## config.mk

```make
export PLATFORM = sky130hd
export DESIGN_NAME = serial_add_ctrl_flat
export DESIGN_NICKNAME = d
export VERILOG_FILES = /design/src/rtl/serial_add_ctrl_if.sv /design/src/rtl/serial_add_ctrl.sv /design/src/flat_wrapper.sv
export SDC_FILE = /design/constraint.sdc
export NUM_CORES = 1
export LEC_CHECK = 0
export CELL_PAD_IN_SITES_DETAIL_PLACEMENT = 1
export CELL_PAD_IN_SITES_GLOBAL_PLACEMENT = 1
export CORE_UTILIZATION = 25
export DETAILED_ROUTE_END_ITERATION = 12
export GPL_TIMING_DRIVEN = 0
export PLACE_DENSITY = 0.59
export SYNTH_ARGS = -nofsm -noshare
export SYNTH_HDL_FRONTEND = slang
export SYNTH_SLANG_ARGS = --single-unit
```

## constraint.sdc

```tcl
create_clock -name clk -period 1.5 [get_ports clk]
set_clock_uncertainty 0.2 [all_clocks]
set_input_delay 0.375 -clock clk [delete_from_list [all_inputs] [get_ports clk]]
set_output_delay 0.375 -clock clk [all_outputs]
set_load 0.03 [all_outputs]
```

## src/rtl/serial_add_ctrl_if.sv

```systemverilog
// rtl/serial_add_ctrl_if.sv - request/result bundle for the bit-serial adder sequencer
// SERIAL_ADD_SUB_EN adds the sub select to the bundle.
interface serial_add_ctrl_if #(
  parameter int WIDTH = 8
);
  logic             start;
  logic [WIDTH-1:0] A;
  logic [WIDTH-1:0] B;
  logic             Cin;
  logic             busy;
  logic             done;
  logic             ack;
  logic [WIDTH-1:0] S;
  logic             Cout;
`ifdef SERIAL_ADD_SUB_EN
  logic             sub;
`endif

  modport master (
`ifdef SERIAL_ADD_SUB_EN
    output sub,
`endif
    output start, A, B, Cin, ack,
    input  busy, done, S, Cout
  );

  modport slave (
`ifdef SERIAL_ADD_SUB_EN
    input  sub,
`endif
    input  start, A, B, Cin, ack,
    output busy, done, S, Cout
  );
endinterface

```

## src/rtl/serial_add_ctrl.sv

```systemverilog
// rtl/serial_add_ctrl.sv - one full-adder cell time-shared over WIDTH cycles, LSB first
// SERIAL_ADD_SUB_EN enables A-B via inverted B and forced carry-in.
module serial_add_ctrl #(
  parameter int WIDTH = 8
) (
  input logic             clk,
  input logic             reset,
  serial_add_ctrl_if.slave bus
);
  localparam int CW = (WIDTH > 1) ? $clog2(WIDTH) : 1;
  localparam logic [CW-1:0] LAST = CW'(WIDTH - 1);

  typedef enum logic [1:0] {IDLE, RUN, DONE} state_t;

  state_t           state;
  logic [WIDTH-1:0] a_sh;
  logic [WIDTH-1:0] b_sh;
  logic [WIDTH-2:0] res_sh;
  logic             carry;
  logic [CW-1:0]    cnt;
  logic             busy_r;
  logic             done_r;
  logic [WIDTH-1:0] s_r;
  logic             cout_r;

  logic             fa_s;
  logic             fa_c;
  logic [WIDTH-1:0] res_next;
  logic [WIDTH-1:0] b_load;
  logic             c_load;

  assign fa_s     = a_sh[0] ^ b_sh[0] ^ carry;
  assign fa_c     = (a_sh[0] & b_sh[0]) | (carry & (a_sh[0] ^ b_sh[0]));
  // res_sh keeps the WIDTH-1 sums collected so far; the newest sum completes the word
  assign res_next = {fa_s, res_sh};

`ifdef SERIAL_ADD_SUB_EN
  assign b_load = bus.sub ? ~bus.B : bus.B;
  assign c_load = bus.sub | bus.Cin;
`else
  assign b_load = bus.B;
  assign c_load = bus.Cin;
`endif

  always_ff @(posedge clk or posedge reset) begin
    if (reset) begin
      state  <= IDLE;
      a_sh   <= '0;
      b_sh   <= '0;
      res_sh <= '0;
      carry  <= 1'b0;
      cnt    <= '0;
      busy_r <= 1'b0;
      done_r <= 1'b0;
      s_r    <= '0;
      cout_r <= 1'b0;
    end else begin
      case (state)
        IDLE: begin
          if (bus.start) begin
            state  <= RUN;
            a_sh   <= bus.A;
            b_sh   <= b_load;
            carry  <= c_load;
            cnt    <= '0;
            res_sh <= '0;
            busy_r <= 1'b1;
          end
        end
        RUN: begin
          a_sh   <= a_sh >> 1;
          b_sh   <= b_sh >> 1;
          res_sh <= res_next[WIDTH-1:1];
          carry  <= fa_c;
          cnt    <= cnt + 1'b1;
          if (cnt == LAST) begin
            state  <= DONE;
            s_r    <= res_next;
            cout_r <= fa_c;
            done_r <= 1'b1;
          end
        end
        DONE: begin
          // a start arriving with ack is dropped; the requester re-asserts it
          if (bus.ack) begin
            state  <= IDLE;
            busy_r <= 1'b0;
            done_r <= 1'b0;
          end
        end
        default: begin
          state  <= IDLE;
          busy_r <= 1'b0;
          done_r <= 1'b0;
        end
      endcase
    end
  end

  assign bus.busy = busy_r;
  assign bus.done = done_r;
  assign bus.S    = s_r;
  assign bus.Cout = cout_r;
endmodule

```

## src/flat_wrapper.sv

```systemverilog
// flat-port wrapper written by rule: the top's interface ports become plain ports
module serial_add_ctrl_flat 
#(
  parameter int WIDTH = 8
)
  (clk, reset, bus_start, bus_A, bus_B, bus_Cin, bus_ack, bus_busy, bus_done, bus_S, bus_Cout);
  serial_add_ctrl_if #(.WIDTH(WIDTH)) bus_i ();
  input logic clk;
  input logic reset;
  input wire logic [$bits(bus_i.start)-1:0] bus_start;
  input wire logic [$bits(bus_i.A)-1:0] bus_A;
  input wire logic [$bits(bus_i.B)-1:0] bus_B;
  input wire logic [$bits(bus_i.Cin)-1:0] bus_Cin;
  input wire logic [$bits(bus_i.ack)-1:0] bus_ack;
  output wire logic [$bits(bus_i.busy)-1:0] bus_busy;
  output wire logic [$bits(bus_i.done)-1:0] bus_done;
  output wire logic [$bits(bus_i.S)-1:0] bus_S;
  output wire logic [$bits(bus_i.Cout)-1:0] bus_Cout;
  assign bus_i.start = bus_start;
  assign bus_i.A = bus_A;
  assign bus_i.B = bus_B;
  assign bus_i.Cin = bus_Cin;
  assign bus_i.ack = bus_ack;
  assign bus_busy = bus_i.busy;
  assign bus_done = bus_i.done;
  assign bus_S = bus_i.S;
  assign bus_Cout = bus_i.Cout;
  serial_add_ctrl #(.WIDTH(WIDTH)) u_core (.clk(clk), .reset(reset), .bus(bus_i));
endmodule
```

# --- Word-level counts from Yosys, hierarchy flattened ---
# Index checks and enable logic that the tools add are counted.
totals:
  regBits: 40
  inputBits: 21
classes:
  addsub: 1
  eq_ne: 6
  n_mux: 19
  n_bitwise: 7
  reduce_logical: 7
op_table:
  columns: ["op", "count"]
  rows:
  - ["$pmux 8 s2", 2]
  - ["$mux 8", 2]
  - ["$pmux 7 s2", 1]
  - ["$reduce_and 3->1", 3]
  - ["$mux 7", 1]
  - ["$mux 2", 3]
  - ["$pmux 1 s3", 2]
  - ["$pmux 2 s3", 1]
  - ["$pmux 3 s2", 1]
  - ["$mux 1", 4]
  - ["$ne 2x2->1 const B", 2]
  - ["$reduce_and 2->1", 2]
  - ["$add 3x1->3 const B", 1]
  - ["$eq 3x3->1 const B", 1]
  - ["$mux 3", 1]
  - ["$and 1x1->1", 2]
  - ["$eq 2x1->1 const B", 1]
  - ["$eq 2x2->1 const B", 1]
  - ["$logic_not 2->1", 1]
  - ["$ne 2x1->1 const B", 1]
  - ["$not 1->1", 2]
  - ["$pmux 1 s2", 1]
  - ["$reduce_bool 2->1", 1]
  - ["$xor 1x1->1", 2]
  - ["$or 1x1->1", 1]

# --- Longest topological paths before layout ---
depth:
  ltp_word: 4
  ltp_mapped: 5
  ltp_nobuf: 4

# --- Worst setup path after synthesis ---
# OpenSTA, ideal clock, no wires.
synth_path:
  path_type: "flip-flop to flip-flop"
  startpoint: "register u_core.cnt[0]"
  endpoint: "register u_core.cout_r (netlist: u_core.bus.Cout)"
  setup_ps: 125
  arrival_ps: 1237
  path_slack_ps: -62
  path_stages_with_launch: 5
  period_less_slack_ps: 1562
  path_cell_list: "dfrtp_1 -> ha_1 -> ha_1 -> nand2_8 -> mux2_4"
synth_via:
  elab_chain_cells: 2
synth_rtl:
  columns: ["element", "line_no", "text"]
  rows:
  - ["start: declaration", "serial_add_ctrl.sv:20", "logic [CW-1:0] cnt;"]
  - ["start signal: assignment", "serial_add_ctrl.sv:75", "cnt <= cnt + 1'b1;"]
  - ["$eq 3x3->1", "serial_add_ctrl.sv:76", "if (cnt == LAST) begin"]
  - ["$reduce_and 2->1 (no line)", null, null]
  - ["end signal: assignment", "serial_add_ctrl.sv:56", "cout_r <= 1'b0;"]
  - ["end signal: assignment", "serial_add_ctrl.sv:79", "cout_r <= fa_c;"]
  - ["end: declaration", "serial_add_ctrl.sv:24", "logic cout_r;"]
# Every way passes these cells.
# A chain may end at the register's enable or synchronous reset.

# --- Final worst setup path ---
layout_path:
  startpoint: "register u_core.cnt[0]"
  endpoint: "register u_core.s_r[7] (netlist: u_core.bus.S[7])"
layout_via:
  elab_chain_cells: 2
layout_rtl:
  columns: ["element", "line_no", "text"]
  rows:
  - ["$eq 3x3->1", "serial_add_ctrl.sv:76", null]
  - ["$reduce_and 2->1 (no line)", null, null]
  - ["end signal: assignment", "serial_add_ctrl.sv:78", "s_r <= res_next;"]
  - ["end: declaration", "serial_add_ctrl.sv:23", "logic [WIDTH-1:0] s_r;"]
# Every way passes these cells.

==> summary.md <==
| Metric | Value |
|---|---|
| Clock power share | `18.7%` |
| Largest fanout on the critical path | `5` |
| Routability cong. | `0.716` |
| Setup violators final | `9` |
| IO buf count | `31` |
| FF-to-FF path depth | `4` |
| Worst r2r src | `u_core.cnt[0]$_DFFE_PP0P_` |
| F_max | `658 MHz` |
| # IOs | `32` |
| Fin cells | `299` |
| Reg-to-reg endpoint | `u_core.bus.S[7]$_DFFE_PP0P_` |
| CTS Sinks | `40` |
| Vias in the first global route | `1356` |
| Worst Setup End Kind | `register` |
| Post-Synthesis Net Count | `179` |
| Drt initial violations | `59` |
| Die Ht | `86.9 um` |
| Root Driver | `clkbuf_8` |
| Synth Warn # | `0` |
| Vias per cell | `4.40` |
| Share of the clock period used by the worst path | `101%` |
| Initial antenna violation count | `0` |
| Share of layout cells above drive strength 1 | `32.5%` |
| Ys async rst share | `100%` |
| Max_cap viols | `0` |
| Req. time, crit path | `1.49 ns` |
| Commonest non-fill, non-tap cells in the layout | `dfrtp_1, nor2_1, clkdlybuf4s50_1, buf_2, a22o_1` |
| Detail Route Antenna Nets | `0` |
| Placed insts | `282` |
| Sequential fraction of the synthesis area | `55.6%` |
| CTS Buffer Depth | `2` |
| Maximum VDD drop | `729 uV` |
| Comb pwr share | `43.5%` |
| Syn avg cell area | `11.6 sq um` |
| Sw frac | `37.3%` |
| Vias after detailed routing | `1317` |
| Setup slack, reg-to-reg | `-0.02 ns` |
| Antenna diode count | `0` |
| Die Area | `7550 sq um` |
| Final hold viol count | `0` |
| HP Class | `primary input to async pin` |
| Reg power frac | `37.8%` |
| RSZ-0062 raised after global routing | `true` |
| Pin count of the biggest net entering global routing | `41` |
| P_int | `0.00306 W` |
| Leakage power | `1.09 nW` |
| Least-Margin Pin Slew | `0.707 ns` |
| TritonCTS Buffers | `5` |
| H-Tree Depth | `2` |
| Nets@finish | `226` |
| Tmin final | `1.52 ns` |
| Commonest non-fill, non-tap cell in the layout | `dfrtp_1` |
| Synth Instances | `155` |
| Number of synthesized flops with an enable pin | `0` |
| Top FF cell, synth | `dfrtp_1` |
| Outcome | `finished with violations` |
| Die Width | `86.9 um` |
| Crit path launch type | `register` |
| Clk_lat worst skew | `0.29 ns` |
| Row count | `30` |
| Routed WL | `4.21 mm` |
| CTS clk-pin slew, worst paths | `0.09 ns` |
| Global route overflow | `0` |
| Synthesized area | `1800 sq um` |
| Setup ws final | `-0.0188 ns` |
| GRT Overall Usage | `11.8%` |
| Hold Worst Slack | `0.287 ns` |
| Synth cell types | `24` |
| CP arrival | `1.51 ns` |
| Pwr dens | `1990 nW/um^2` |
| Switch Pwr | `0.00182 W` |
| Max-slew violation count | `0` |
| Layout overhead on the synthesized area | `36.3%` |
| Synth Register Bits | `40` |
| DRT Pass-1 Iters | `4` |
| DP HPWL | `2.83 mm` |
| First-pass GRT wire length | `6.70 mm` |
| Crit Path Category | `register to register` |
| Routed wire per std cell | `14.1 um` |
| TritonCTS clock tree | `done` |
| Failing checks | `negative setup slack` |
| Post-layout util | `35.7%` |
| CORE AREA | `6870 sq um` |
| DRC | `0` |
| Initial core utilization | `26.2%` |
| Worst slew margin | `52.8%` |
registers in the layout (all words and copies together) (netlist names):
name	flops
u_core.res_sh	7
u_core.bus.Cout	1
u_core.bus.S	8
u_core.bus.busy	1
u_core.b_sh	8
u_core.bus.done	1
u_core.cnt	3
u_core.state	2
u_core.a_sh	8
u_core.carry	1
logic make-up after synthesis:
family / count (synthesis) / synth area share [%]
compound gates: 32 / 14.7
simple gates: 59 / 15.3
flops: 40 / 55.6
mux: 9 / 7.51
buf+inv: 12 / 4.38
fa+ha+maj: 3 / 2.50
cells in the mapped netlist, types with 3 or more instances:
cell type  number  area share [%]
nor2_1         32             6.7
a211oi_1       11             4.6
mux2_4          9             7.5
nand2b_1        3             1.0
dfrtp_1        40              56
nor3_1         15             4.2
a211oi_2        3             2.1
buf_2           6             1.7
nand2_1         5             1.0
buf_6           3             1.9
a22o_1         11             5.4
o21ai_0         3            0.83
routing by layer:
| layer | global-route usage, % | vias to the layer above | wire length (um) |
|---|---|---|---|
| li1 | - | 641 | - |
| met1 | 15.9 | 653 | 2050 |
| met2 | 18.8 | 18 | 2000 |
| met3 | 2.65 | 5 | 103 |
| met4 | 3.64 | 0 | 49 |
| met5 | 0 | - | 0 |
final cells by class:
| cell class | count | area [sq um] |
|---|---|---|
| clock buffers | 5 | 68.8 |
| repair buffers | 39 | 320 |
| well taps | 96 | 120 |
| inverters | 1 | 5.00 |
| plain buffers | 10 | 73.8 |
| multi-input cells | 105 | 817 |
| flip-flops and latches | 40 | 1000 |
| fillers | 741 | 4420 |
| clock inverters | 3 | 46.3 |
worst max path at each step:
stage                                     from                          end  slack [ns]  depth (start not counted)
detailed placement                   bus_start   u_core.b_sh[5]$_DFFE_PP0P_       -0.50                          6
global placement                         reset  u_core.bus.S[0]$_DFFE_PP0P_       -0.93                          2
global route         u_core.cnt[0]$_DFFE_PP0P_  u_core.bus.S[0]$_DFFE_PP0P_       -0.05                          4
floorplan                                reset   u_core.a_sh[0]$_DFFE_PP0P_       0.007                          1
CTS                 u_core.a_sh[0]$_DFFE_PP0P_  u_core.bus.S[7]$_DFFE_PP0P_       -0.03                          2
finish               u_core.cnt[0]$_DFFE_PP0P_  u_core.bus.S[7]$_DFFE_PP0P_       -0.02                          4
critical path, cell delays in order (launching register included):
cell and delay [ns]:
dfrtp_1 0.41, ha_2 0.20, ha_4 0.21, nand2_8 0.10, mux2_4 0.30
power by group through the flow:
stage,sequential [W],clock (W),combinational (W)
final,0.00185,0.000913,0.00213
after global routing,0.00191,0.000959,0.00235
after CTS,0.00186,0.000923,0.00200
after detailed placement,0.00188,0,0.00205
after global placement,0.00187,0,0.00200
after floorplan,0.00205,0,0.00124
timing repair:
action | 4_1_cts | 5_1_grt
pin swaps | 3 | 2
setup buffers | 4 | 4
hold buffers | 0 | 0
gates cloned | 1 | 1
endpoints found under the setup margin | 40 | 32
gates resized for setup | 61 | 16
metrics by stage:
step	area, sq um	worst slack [ns]	power [W]	setup TNS, ns
6_report	2450	-0.0188	0.00489	-0.0984
5_1_grt	2450	-0.0536	0.00522	-0.417
4_1_cts	2360	-0.0259	0.00478	-0.0916
3_5_place_dp	2250	-0.496	0.00393	-19.15
3_3_place_gp	2250	-0.934	0.00386	-48.87
2_1_floorplan	1820	0.00735	0.00329	0
No activity file was read; power rests on OpenSTA's default activity.
